`config.mk`:
```
export PLATFORM = sky130hd
export DESIGN_NAME = spi_reg_bank
export DESIGN_NICKNAME = d
export VERILOG_FILES = /design/src/rtl/spi_reg_pkg.sv /design/src/rtl/spi_cs_sync.sv /design/src/rtl/spi_reg_bank.sv
export SDC_FILE = /design/constraint.sdc
export NUM_CORES = 1
export LEC_CHECK = 0
export BUFFER_PORTS_ARGS = -buffer_cell sky130_fd_sc_hd__buf_2
export CAP_MARGIN = 15
export CORE_UTILIZATION = 55
export DETAILED_ROUTE_END_ITERATION = 12
export GPL_ROUTABILITY_DRIVEN = 0
export GPL_TIMING_DRIVEN = 0
export HOLD_SLACK_MARGIN = 0.03
export PLACE_DENSITY_LB_ADDON = 0.15
export SLEW_MARGIN = 20
export SYNTH_ARGS = -nofsm -noshare
export SYNTH_HDL_FRONTEND = slang
export SYNTH_SLANG_ARGS = --single-unit
```
`constraint.sdc`:
```
create_clock -name clock -period 3.45 [get_ports clock]
set_clock_uncertainty 0.2 [all_clocks]
set_input_delay 0.1725 -clock clock [delete_from_list [all_inputs] [get_ports clock]]
set_output_delay 0.1725 -clock clock [all_outputs]
set_load 0.02 [all_outputs]
```
`src/rtl/spi_reg_pkg.sv`:
```
// Shared types and constants for the SPI register bank: FSM encoding,
// command-byte field positions and the address range helper.
package spi_reg_pkg;

    typedef enum logic [1:0] {
        IDLE    = 2'd0,
        WR_DATA = 2'd1,
        DISCARD = 2'd2
    } state_t;

    localparam int   RW_BIT   = 7;
    localparam logic CMD_READ = 1'b1;

    // True when no address bit at or above addr_w is set
    function automatic logic addr_in_range(input logic [6:0] addr, input int unsigned addr_w);
        logic [6:0] high_bits;
        high_bits = addr >> addr_w;
        return (high_bits == 7'd0);
    endfunction

endpackage

```
`src/rtl/spi_cs_sync.sv`:
```
// Two-flop synchroniser for the raw chip select plus a registered
// rising-edge detect that marks the end of a frame.
module spi_cs_sync (
    input  logic clock,
    input  logic reset_n,
    input  logic cs,
    output logic frame_end
);

    logic meta_r;
    logic sync_r;
    logic prev_r;
    logic frame_end_r;

    // Synchroniser chain; resets to the idle (deasserted, high) level
    always_ff @(posedge clock or negedge reset_n) begin
        if (!reset_n) begin
            meta_r <= 1'b1;
            sync_r <= 1'b1;
            prev_r <= 1'b1;
        end else begin
            meta_r <= cs;
            sync_r <= meta_r;
            prev_r <= sync_r;
        end
    end

    // One-cycle pulse on the synchronised low-to-high transition
    always_ff @(posedge clock or negedge reset_n) begin
        if (!reset_n) begin
            frame_end_r <= 1'b0;
        end else begin
            frame_end_r <= sync_r & ~prev_r;
        end
    end

    assign frame_end = frame_end_r;

endmodule

```
`src/rtl/spi_reg_bank.sv`:
```
// Two-byte read/write command decoder and 8-bit register bank behind the SPI slave.
// Optional build macro SPI_REG_BURST_EN: consecutive data bytes write ascending addresses.
module spi_reg_bank
    import spi_reg_pkg::*;
#(
    parameter int         ADDR_W    = 4,
    parameter logic [7:0] RESET_VAL = 8'h00,
    localparam int        NUM_REGS  = 2 ** ADDR_W
) (
    input  logic                  clock,
    input  logic                  reset_n,
    input  logic                  spi_cs,
    input  logic                  spi_data_ready,
    input  logic [7:0]            spi_rx_data,
    output logic                  spi_read_ack,
    output logic [7:0]            data_to_send,
    output logic [8*NUM_REGS-1:0] reg_out,
    output logic                  wr_strobe,
    output logic [ADDR_W-1:0]     wr_addr,
    output logic                  cmd_err
);

    state_t              state_r;
    state_t              next_state_s;
    logic                ack_q_r;
    logic                frame_end_s;
    logic                accept_s;
    logic                in_range_s;
    logic [ADDR_W-1:0]   cmd_addr_s;
    logic                do_read_s;
    logic                do_write_s;
    logic                do_err_s;
    logic                latch_addr_s;
    logic [ADDR_W-1:0]   wa_r;
    logic [ADDR_W-1:0]   rd_addr_r;
    logic                rd_valid_r;
    logic [7:0]          dts_r;
    logic                wr_strobe_r;
    logic [ADDR_W-1:0]   wr_addr_r;
    logic                cmd_err_r;
    logic [7:0]          regs_r [NUM_REGS];

    spi_cs_sync u_cs_sync (
        .clock     (clock),
        .reset_n   (reset_n),
        .cs        (spi_cs),
        .frame_end (frame_end_s)
    );

    // The ack flop doubles as the consume guard: the slave keeps ready high
    // during the ack cycle, so a byte can't be taken while ack is asserted.
    assign accept_s   = spi_data_ready & ~ack_q_r;
    assign cmd_addr_s = spi_rx_data[ADDR_W-1:0];
    assign in_range_s = addr_in_range(spi_rx_data[6:0], ADDR_W);

    // FSM state register and acknowledge flop
    always_ff @(posedge clock or negedge reset_n) begin
        if (!reset_n) begin
            state_r <= IDLE;
            ack_q_r <= 1'b0;
        end else begin
            state_r <= next_state_s;
            ack_q_r <= accept_s;
        end
    end

    // Next-state and action decode; frame end overrides any accepted byte
    always_comb begin
        next_state_s = state_r;
        do_read_s    = 1'b0;
        do_write_s   = 1'b0;
        do_err_s     = 1'b0;
        latch_addr_s = 1'b0;
        if (frame_end_s) begin
            next_state_s = IDLE;
        end else if (accept_s) begin
            case (state_r)
                IDLE: begin
                    if (!in_range_s) begin
                        do_err_s     = 1'b1;
                        next_state_s = DISCARD;
                    end else if (spi_rx_data[RW_BIT] == CMD_READ) begin
                        do_read_s    = 1'b1;
                        next_state_s = IDLE;
                    end else begin
                        latch_addr_s = 1'b1;
                        next_state_s = WR_DATA;
                    end
                end
                WR_DATA: begin
                    do_write_s = 1'b1;
`ifdef SPI_REG_BURST_EN
                    next_state_s = WR_DATA;
`else
                    next_state_s = DISCARD;
`endif
                end
                DISCARD: begin
                    next_state_s = DISCARD;
                end
                default: begin
                    next_state_s = IDLE;
                end
            endcase
        end else begin
            next_state_s = state_r;
        end
    end

    // Write address: latched from the command, advanced per data byte in burst builds
    always_ff @(posedge clock or negedge reset_n) begin
        if (!reset_n) begin
            wa_r <= '0;
        end else if (latch_addr_s) begin
            wa_r <= cmd_addr_s;
`ifdef SPI_REG_BURST_EN
        end else if (do_write_s) begin
            wa_r <= wa_r + ADDR_W'(1);
`endif
        end
    end

    // Register bank storage
    always_ff @(posedge clock or negedge reset_n) begin
        if (!reset_n) begin
            for (int i = 0; i < NUM_REGS; i++) begin
                regs_r[i] <= RESET_VAL;
            end
        end else if (do_write_s) begin
            regs_r[wa_r] <= spi_rx_data;
        end
    end

    // Transmit byte follows the last read address, including later writes to it
    always_ff @(posedge clock or negedge reset_n) begin
        if (!reset_n) begin
            dts_r      <= 8'h00;
            rd_addr_r  <= '0;
            rd_valid_r <= 1'b0;
        end else if (do_read_s) begin
            dts_r      <= regs_r[cmd_addr_s];
            rd_addr_r  <= cmd_addr_s;
            rd_valid_r <= 1'b1;
        end else if (do_write_s && rd_valid_r && (rd_addr_r == wa_r)) begin
            dts_r <= spi_rx_data;
        end
    end

    // Write and error notification pulses
    always_ff @(posedge clock or negedge reset_n) begin
        if (!reset_n) begin
            wr_strobe_r <= 1'b0;
            wr_addr_r   <= '0;
            cmd_err_r   <= 1'b0;
        end else begin
            wr_strobe_r <= do_write_s;
            cmd_err_r   <= do_err_s;
            if (do_write_s) begin
                wr_addr_r <= wa_r;
            end
        end
    end

    for (genvar n = 0; n < NUM_REGS; n++) begin : g_flat
        assign reg_out[8*n +: 8] = regs_r[n];
    end

    assign spi_read_ack = ack_q_r;
    assign data_to_send = dts_r;
    assign wr_strobe    = wr_strobe_r;
    assign wr_addr      = wr_addr_r;
    assign cmd_err      = cmd_err_r;

endmodule

```
==> metrics.md <==
| Metric | Value |
|---|---|
| HPWL after DPL | 13,100 um |
| Critical Setup Path Class | register to register |
| Via count of the first global-routing pass | 4,796 |
| Cell count after synthesis | 482 |
| Highest clock rate | 335 MHz |
| Synthesis Warnings | 0 |
| Sequential-to-total area share from yosys stat | 0.554 |
| # H-tree levels | 4 |
| Stage delay of the slowest cell on the critical path | 0.65 ns |
| Place WS | 0.482 ns |
| Status | finished, final reports clean |
| Slew Viols, Final | 0 |
| Sequential cell area | 3960 um^2 |
| Most common cell after layout, fill and taps aside | sky130_fd_sc_hd__buf_2 |
| Total Nets Final | 672 |
| Transition time at the pin with the least slew margin | 0.904 ns |
| Ordered list of cells on the worst path | inv_1 > ha_1 > or3b_1 > buf_2 > or3_1 > buf_6 > nor3b_4 > mux2_2 |
| Slowest stage cell on the critical path | sky130_fd_sc_hd__nor3b_4 |
| Clk Latency, worst-skew pair | 0.43 ns |
| IR Drop Worst-Case VDD | 0.000356 V |
| Drt drc | 0 |
| Total chip power | 4.28 mW |
| Normalized max-slew margin | 0.397 |
| Chip width | 116 um |
| Number of antenna violations at the first check in global routing | 0 |
| Period utilisation layout | 0.864 |
| Sum of negative setup slack | 0 ns |
| Count of distinct cell types in the synthesized netlist | 41 |
| Wire length of the first global-routing pass | 28,800 um |
| Max Cap Viol | 0 |
| Number of instances resized during post-cts repair | 0 |
| Count of nets left with antenna violations after detail routing | 0 |
| Vias per std cell | 5.90 |
| CTS clock-pin slew for the worst setup and hold paths | 0.06 ns |
| Height of the die | 116 um |
| Number of flops mapped to enable cells by yosys | 0 |
| Total number of vias | 4,965 |
| TritonRoute pass-1 iters | 5 |
| Overall die area | 13,400 um^2 |
| RSZ-0062 raised after global routing | false |
| Root buffer selected by CTS | sky130_fd_sc_hd__clkbuf_16 |
| Average size of a mapped cell | 14.8 um^2 |
| Kind of path behind the tightest hold check | primary input to async pin |
| Ratio of cells with drive above 1 in the final layout | 0.557 |
| Port Buf Inserts | 150 |
| Global router's overall resource usage | 0.308 |
| Number of antenna diodes | 0 |
| Clock tree from TritonCTS | built |
| Mapped Nets | 497 |
| Shortest period the worst path allows | 2.98 ns |
| Worst setup SP type | register |
| Sort of element at the end of the critical path | register |
| Fin worst setup slack | 0.468 ns |
| Number of ports placed on the die boundary | 155 |
| Hold Vio Cnt, Final | 0 |
| Routed length per instance | 23.1 um |
| Total non-filler cell area in the finished layout | 8800 um^2 |
| Share of flip-flops with an asynchronous set or reset after synthesis | 1.00 |
| Area of the mapped netlist | 7140 um^2 |
| Area taken by multi-input logic gates | 3020 um^2 |
| Clock tree buffer depth | 2 |
| Number of sinks on the clock net | 158 |
| Leakage power total | 4.68 nW |
| Most used cells in the layout excluding fill and tap cells | 158 x sky130_fd_sc_hd__buf_2, 155 x sky130_fd_sc_hd__dfrtp_1, 136 x sky130_fd_sc_hd__mux2_2, 37 x sky130_fd_sc_hd__nand2_1, 34 x sky130_fd_sc_hd__mux4_2 |
| Total routed wirelength | 19,500 um |
| Count of final setup violators | 0 |
| Remaining global-route overflow | 0 |
| Power density over the cells | 486 nW/um^2 |
| Starting utilization of the core area | 0.566 |
| CTS Buf Count | 17 |
| Largest net degree at the start of global routing | 99 |
| Critical path fanouts, max | 8 |
| DR iter-0 viols | 383 |
| Required @ worst endpoint | 3.56 ns |
| Layout overhead on the synthesized area | 23.2% |
| Filler Cell Count | 925 |
| Placed Area | 8150 um^2 |
| Area of the placeable core | 12,600 um^2 |
| Fin Hold WS | 0.0617 ns |
| Post-synth top flop | sky130_fd_sc_hd__dfrtp_1 |
| Worst path arrival time | 3.10 ns |
| Number of storage elements in the synthesis netlist | 158 |
| Core Rows | 41 |
-- worst max-delay path: cells and delay by family, from the launching register on --
family / cells / cell delay [ns]
adder cells (fa/ha/maj): 1 / 0.13
flip-flops: 1 / 0.40
multiplexers: 1 / 0.41
AND/OR/NAND/NOR: 3 / 1.31
buffers and inverters: 3 / 0.41
-- layout make-up --
type,instances,share of cell area
inverter,4,0.00171
timing repair buffer,156,0.0953
tap,172,0.0245
buffer,38,0.0183
clock buffer,28,0.0622
clock inverter,4,0.00540
sequential,158,0.450
multi-input combinational,282,0.343
-- final timing paths --
path                                  start                to  slack (ns)  depth (start not counted)
setup / recovery                 state_r[1]       reg_out[38]        0.47                          8
hold / removal                      reset_n        reg_out[7]        0.06                          2
setup reg to reg                 state_r[1]       reg_out[38]        0.47                          8
hold reg to reg            u_cs_sync.meta_r  u_cs_sync.sync_r        0.16                          0
max in group asynchronous           reset_n       reg_out[72]        2.17                          3
min in group clock           spi_rx_data[4]      reg_out[108]        0.10                          2
-- kinds of logic (layout without fill, tap and decap cells) --
group	after synthesis	count (layout)	synth area share
and+or+nand+nor	79	79	0.0594
buffers and inverters	42	230	0.0247
xor gates and xnor gates	4	4	0.00491
muxes	177	177	0.331
DFF	158	158	0.554
adders and majority gates	3	3	0.00526
AOI/OAI and AO/OA	19	19	0.0203
-- Yosys cell counts (3+ instances only) --
master                     instances  area share
sky130_fd_sc_hd__nand2_1          37       0.019
sky130_fd_sc_hd__nand3_1           6      0.0042
sky130_fd_sc_hd__xnor2_1           3      0.0037
sky130_fd_sc_hd__inv_1             4      0.0021
sky130_fd_sc_hd__a21oi_1           4      0.0028
sky130_fd_sc_hd__mux2_2          136        0.21
sky130_fd_sc_hd__dfrtp_1         155        0.54
sky130_fd_sc_hd__and3_1            3      0.0026
sky130_fd_sc_hd__a221o_1           3      0.0042
sky130_fd_sc_hd__dfstp_2           3       0.011
sky130_fd_sc_hd__ha_1              3      0.0053
sky130_fd_sc_hd__clkbuf_1         26       0.014
sky130_fd_sc_hd__nor3b_1           3      0.0032
sky130_fd_sc_hd__mux2i_1           7      0.0098
sky130_fd_sc_hd__buf_2             9      0.0063
sky130_fd_sc_hd__a211oi_1          3      0.0032
sky130_fd_sc_hd__nor2b_1           6      0.0053
sky130_fd_sc_hd__mux4_2           34        0.11
sky130_fd_sc_hd__nor3_1            4      0.0028
sky130_fd_sc_hd__nor2_1            6      0.0032
sky130_fd_sc_hd__o31ai_1           3      0.0032
-- layer usage --
layer	GRT usage	part of all wire	vias up
met5	0	0	-
met4	0.128	0.025	0
met3	0.0753	0.072	32
met2	0.475	0.49	210
met1	0.424	0.42	2599
li1	-	-	2124
-- timing repair --
| action | CTS | global route |
|---|---|---|
| setup buffers | 0 | 0 |
| hold endpoints to repair | 173 | 0 |
| hold buffers | 5 | 0 |
-- sequential cells by signal (all words and copies together), names as in the netlist, 2 cells and up --
register and count:
data_to_send 8, wr_addr 4, wa_r 4, state_r 2, rd_addr_r 4, reg_out 128
-- per-stage QoR --
| step | util | cells |
|---|---|---|
| 2_1_floorplan | - | 482 |
| 3_3_place_gp | 0.643 | 804 |
| 3_5_place_dp | 0.646 | 805 |
| 4_1_cts | 0.697 | 842 |
| 5_1_grt | 0.697 | 842 |
| 6_report | 0.697 | 842 |
-- power breakdown --
| group | internal (mW) | switching [mW] | leakage, nW |
|---|---|---|---|
| clock | 1.15 | 0.724 | 0.293 |
| sequential | 1.93 | 0.0580 | 2.17 |
| combinational | 0.164 | 0.258 | 2.22 |
Note: power is estimated with default switching activity, not from simulation.
